--- src/rtl/cam_burst_writer.sv ---
// rtl/cam_burst_writer.sv - camera pixel FIFO feeding fixed-length SDRAM write bursts
// Frame restarts flush the FIFO only from IDLE so an in-flight burst always completes.
module cam_burst_writer #(
   parameter int unsigned BURST_LEN   = 8,
   parameter int unsigned FIFO_DEPTH  = 32,
   parameter int unsigned FRAME_WORDS = 307200,
   parameter logic [23:0] BASE_ADDR   = 24'h000000
) (
   input  logic        sys_clk,
   input  logic        sys_rst,
   input  logic        frame_start,
   input  logic        pix_wr_en,
   input  logic [15:0] pix_data,
   output logic        wr_req,
   output logic [23:0] wr_addr,
   input  logic        wr_ack,
   input  logic        wr_data_rd,
   output logic [15:0] wr_data,
   output logic        frame_done,
   output logic        overflow
);

   localparam int AW = $clog2(FIFO_DEPTH);
   localparam int BW = $clog2(BURST_LEN);
   localparam logic [AW:0]   LEN_CNT   = (AW+1)'(BURST_LEN);
   localparam logic [BW-1:0] LAST_BEAT = BW'(BURST_LEN - 1);
   localparam logic [23:0]   LEN_ADDR  = 24'(BURST_LEN);
   localparam logic [23:0]   END_ADDR  = BASE_ADDR + 24'(FRAME_WORDS);

   typedef enum logic [1:0] {IDLE, REQ, BURST} state_t;

   state_t        state;
   logic [15:0]   mem [FIFO_DEPTH];
   logic [AW-1:0] wr_ptr;
   logic [AW-1:0] rd_ptr;
   logic [AW:0]   count;
   logic [BW-1:0] beat;
   logic [23:0]   cur_addr;
   logic          pending;
   logic          full;
   logic          flush;
   logic          pop;
   logic          push;
   logic          last_beat;

   // count never exceeds FIFO_DEPTH, so its top bit alone marks full
   assign full      = count[AW];
   assign flush     = (state == IDLE) && (frame_start || pending);
   assign pop       = (state == BURST) && wr_data_rd;
   assign push      = pix_wr_en && (!full || pop) && !flush;
   assign last_beat = pop && (beat == LAST_BEAT);
   assign wr_data   = mem[rd_ptr];
   assign wr_addr   = cur_addr;

   always_ff @(posedge sys_clk) begin
      if (push) mem[wr_ptr] <= pix_data;
   end

   always_ff @(posedge sys_clk) begin
      if (sys_rst) begin
         state      <= IDLE;
         wr_ptr     <= '0;
         rd_ptr     <= '0;
         count      <= '0;
         beat       <= '0;
         cur_addr   <= BASE_ADDR;
         pending    <= 1'b0;
         wr_req     <= 1'b0;
         frame_done <= 1'b0;
         overflow   <= 1'b0;
      end else begin
         frame_done <= 1'b0;
         if (push) wr_ptr <= wr_ptr + 1'b1;
         if (pop)  rd_ptr <= rd_ptr + 1'b1;
         if (push && !pop)      count <= count + 1'b1;
         else if (pop && !push) count <= count - 1'b1;
         if (pix_wr_en && full && !pop && !flush) overflow <= 1'b1;
         if (frame_start && state != IDLE) pending <= 1'b1;

         case (state)
            IDLE: begin
               if (flush) begin
                  // later assignments override the pointer/count updates above
                  wr_ptr   <= '0;
                  rd_ptr   <= '0;
                  count    <= '0;
                  cur_addr <= BASE_ADDR;
                  pending  <= 1'b0;
               end else if (count >= LEN_CNT) begin
                  state  <= REQ;
                  wr_req <= 1'b1;
               end
            end
            REQ: begin
               if (wr_ack) begin
                  state  <= BURST;
                  wr_req <= 1'b0;
                  beat   <= '0;
               end
            end
            BURST: begin
               if (pop) beat <= beat + 1'b1;
               if (last_beat) begin
                  state <= IDLE;
                  if (cur_addr + LEN_ADDR == END_ADDR) begin
                     cur_addr   <= BASE_ADDR;
                     frame_done <= 1'b1;
                  end else begin
                     cur_addr <= cur_addr + LEN_ADDR;
                  end
               end
            end
            default: begin
               state  <= IDLE;
               wr_req <= 1'b0;
            end
         endcase
      end
   end

endmodule
--- config.mk ---
export PLATFORM = sky130hd
export DESIGN_NAME = cam_burst_writer
export DESIGN_NICKNAME = d
export VERILOG_FILES = /design/src/rtl/cam_burst_writer.sv
export SDC_FILE = /design/constraint.sdc
export NUM_CORES = 1
export LEC_CHECK = 0
export ABC_AREA = 1
export BUFFER_PORTS_ARGS = -buffer_cell sky130_fd_sc_hd__buf_4
export CORE_AREA = 3 3 335 205
export CTS_BUF_LIST = sky130_fd_sc_hd__clkbuf_4 sky130_fd_sc_hd__clkbuf_8
export DETAILED_ROUTE_END_ITERATION = 8
export DIE_AREA = 0 0 338 208
export PLACE_DENSITY_LB_ADDON = 0.08
export SLEW_MARGIN = 15
export SYNTH_ARGS = -nofsm -noshare
export SYNTH_HDL_FRONTEND = slang
export SYNTH_SLANG_ARGS = --single-unit
--- constraint.sdc ---
create_clock -name sys_clk -period 4.3 [get_ports sys_clk]
set_clock_uncertainty 0.05 [all_clocks]
set_input_delay 0.86 -clock sys_clk [delete_from_list [all_inputs] [get_ports sys_clk]]
set_output_delay 0.86 -clock sys_clk [all_outputs]
set_load 0.01 [all_outputs]
==> impl_metrics.csv <==
group,metric,value,unit
outcome,run_status,"finished, final reports clean",
power,max-vdd-ir-drop,0.2144,mV
synth,synth_top_flop_cell,"sky130_fd_sc_hd__edfxtp_1",
synth,synth.avg_cell_area,11.98,sq um
final_layout,postLayoutCellArea,26310,sq um
clocking,clkLatencyLatePin,0.70,ns
final_layout,nets,2038,
route,routed_via_density,5.222,
route,detail_route.first_pass.iterations,5,
clocking,clock_transition_at_path_regs,0.06,ns
final_layout,drive_gt1_share,16.76,%
grt,grt_first_pass_wirelength,103400,um
clocking,tritoncts,"yes",
place,gp_congestion,0.8346,
die,coreArea,65850,sq um
grt,first_global_vias,14860,
power,power.leakage,8.625,nW
job,number_of_maximum_capacitance_constraint_violations,0,
clocking,postCtsSetupBuffers,0,
sta,worst_slew_margin_rel,35.53,%
synth,asyncSetResetFlopFracSynth,0,%
synth,synth_top_cells_by_count,"sky130_fd_sc_hd__edfxtp_1 (512), sky130_fd_sc_hd__nor2_1 (348), sky130_fd_sc_hd__o21ai_0 (269)",
grt,grt_start_max_net_pins,141,
grt,grt.total_usage,20.07,%
route,drt_first_iter_violations,1491,
die,initial_cell_density_of_the_core,34.76,%
die,chipWidth,338,um
clocking,clock-sinks,558,
route,routed-via-count,15510,
synth,yosysWarningCount,0,
sta,fin_setup_tns,0,ns
synth,synth_edf_count,512,
synth,post_synth_main_area_contributors,"sky130_fd_sc_hd__edfxtp_1 (67%), sky130_fd_sc_hd__o21ai_0 (5.9%), sky130_fd_sc_hd__nor2_1 (5.7%)",
final_layout,fin_cells,2971,
synth,synth.ff_latch_count,558,
die,fp.dieH,208,um
route,drt_wl_total,70800,um
synth,yosysSeqAreaShare,71.18,%
synth,netlist.top_cell.by_area,"sky130_fd_sc_hd__edfxtp_1",
clocking,cts.repair.resized,0,
place,placed_cell_area,24570,sq um
route,antenna_left,0,
route,post-route-drc-count,0,
clocking,maximum_root_to_sink_buffer_count,3,
clocking,level_count_of_the_clock_h_tree,3,
power,cellPowerDensity,414.5,nW/um^2
synth,synth_cell_type_count,44,
setup_path,worst-setup-path-type,"reg2out",
setup_path,critical_path.max_fanout,105,
synth,synth_most_common_cell,"sky130_fd_sc_hd__edfxtp_1",
sta,rsz_0062_raised_after_global_routing,"no",
final_layout,area_delta_synth_final,14.94,%
place,io_buffers,61,
setup_path,cp.arrival,3.06,ns
grt,grt_antenna_before_repair,1,
synth,synthCells,1911,
final_layout,area_occupied_by_multi_input_gates,5887,sq um
final_layout,nFillCells,6269,
sta,final_setup_viols,0,
sta,slew_violations,0,
synth,syn_area,22890,sq um
place,dp_cells,2816,
synth,netlist.area_leader.share,67.16,%
die,pin_count,65,
sta,layout_worst_path_cycle_share,92.44,%
setup_path,critPathLaunchType,"flop",
clocking,root_buffer,"sky130_fd_sc_hd__clkbuf_8",
sta,max_slew.worst_pin.slew,0.9660,ns
setup_path,worstSetupEndpointType,"primary output",
clocking,cts-buffers-inserted,87,
die,core_rows,73,
worst_hold_path,hold_class,"in2reg",
die,floorplan.die_area,70300,sq um
setup_path,required,3.39,ns
sta,timing_hold_violations_final,0,
grt,grt_overflow_total,0,
place,hpwl,41250,um
route,detail_route.wl_per_cell,23.83,um
final_layout,sequential_cell_area,16300,sq um
sta,final_period_minus_worst_setup_slack,3.975,ns
sta,fmax,251.6,MHz
clocking,ctsHoldBuffers,0,
-- area by class of cell --
class	instances	share of cell area [%]
Inverter	72	1.065
Timing Repair Buffer	119	3.681
Multi-Input combinational cell	1167	22.37
Clock inverter	34	1.037
Tap cell	900	4.280
Sequential cell	558	61.97
Antenna cell	1	0.009511
Clock buffer	120	5.588
-- worst paths after layout --
kind,start,end,slack [ns],depth (start not counted)
setup reg to reg,state[1]$_SDFFE_PP0P_,mem[30][3]$_DFFE_PP_,1.51,10
setup / recovery,rd_ptr[0]$_SDFF_PP0_,wr_data[8],0.33,8
hold reg to reg,wr_req$_SDFFE_PP0P_,wr_req$_SDFFE_PP0P_,0.43,2
hold / removal,pix_wr_en,overflow$_SDFFE_PP0P_,0.39,3
-- critical path, stage by stage (launching register included) --
cell and delay, ns:
sky130_fd_sc_hd__dfxtp_4 0.42, sky130_fd_sc_hd__inv_8 0.45, sky130_fd_sc_hd__buf_4 0.35, sky130_fd_sc_hd__o21ai_0 0.13
sky130_fd_sc_hd__o22ai_1 0.38, sky130_fd_sc_hd__nand2_1 0.12, sky130_fd_sc_hd__nand4_1 0.11, sky130_fd_sc_hd__o21a_1 0.16
sky130_fd_sc_hd__buf_4 0.12
-- kinds of logic (layout without fill, tap and decap cells) --
group,after synthesis,in the layout,synth area share (%)
other,1,4,0.01638
adders and majority gates,11,11,0.6012
DFF,558,558,71.18
and+or+nand+nor,658,658,12.19
xor gates and xnor gates,5,5,0.2241
AOI/OAI and AO/OA,490,490,12.25
buffers and inverters,188,345,3.525
-- registers in the layout, indices dropped and copies added (netlist names) --
register and cells:
beat 3, count 6, frame_done 1, mem 512, overflow 1, pending 1, rd_ptr 5, state 2
wr_addr 21, wr_ptr 5, wr_req 1
-- layer usage --
layer | track usage, % | vias up | share of wire, %
li1 | - | 7147 | -
met1 | 32.30 | 7806 | 51
met2 | 27.35 | 480 | 41
met3 | 4.171 | 81 | 6.3
met4 | 4.294 | 0 | 1.6
met5 | 0 | - | 0
-- metrics by stage --
stage	util, %	hold slack, ns	power, mW	setup WS, ns
after floorplan	-	0.3972	6.216	1.308
after global placement	37.30	0.3992	6.409	1.044
after detailed placement	37.30	0.4177	6.412	1.046
after CTS	39.95	0.3177	11.05	0.2710
after global routing	39.95	0.3669	11.32	0.1107
final	39.95	0.3874	10.90	0.3251
-- cells in the final DEF, fill, tap and decap left out, types with 15 or more instances in the layout --
cell type | netlist | layout
sky130_fd_sc_hd__nand3_1 | 58 | 58
sky130_fd_sc_hd__o221ai_1 | 41 | 41
sky130_fd_sc_hd__o21ai_0 | 269 | 269
sky130_fd_sc_hd__nand2_1 | 174 | 174
sky130_fd_sc_hd__nand2_2 | 15 | 15
sky130_fd_sc_hd__a21oi_1 | 42 | 42
sky130_fd_sc_hd__nand4_1 | 20 | 20
sky130_fd_sc_hd__nor2_1 | 348 | 318
sky130_fd_sc_hd__dfxtp_1 | 46 | 43
sky130_fd_sc_hd__clkbuf_4 | 0 | 29
sky130_fd_sc_hd__o211ai_1 | 18 | 18
sky130_fd_sc_hd__inv_1 | 62 | 61
sky130_fd_sc_hd__nor2_2 | 11 | 40
sky130_fd_sc_hd__o22ai_1 | 81 | 81
sky130_fd_sc_hd__clkbuf_8 | 3 | 91
sky130_fd_sc_hd__o21ai_1 | 20 | 20
sky130_fd_sc_hd__buf_4 | 7 | 113
sky130_fd_sc_hd__clkinv_1 | 0 | 17
sky130_fd_sc_hd__edfxtp_1 | 512 | 512
-- report_power, final --
| group | total (mW) | internal, mW | switching, mW | leakage (nW) |
|---|---|---|---|---|
| clock | 4.61 | 2.46 | 2.16 | 0.915 |
| combinational | 0.340 | 0.0838 | 0.256 | 2.73 |
| sequential | 5.95 | 5.94 | 0.0112 | 4.98 |
Power figures use the tool's default switching activity.
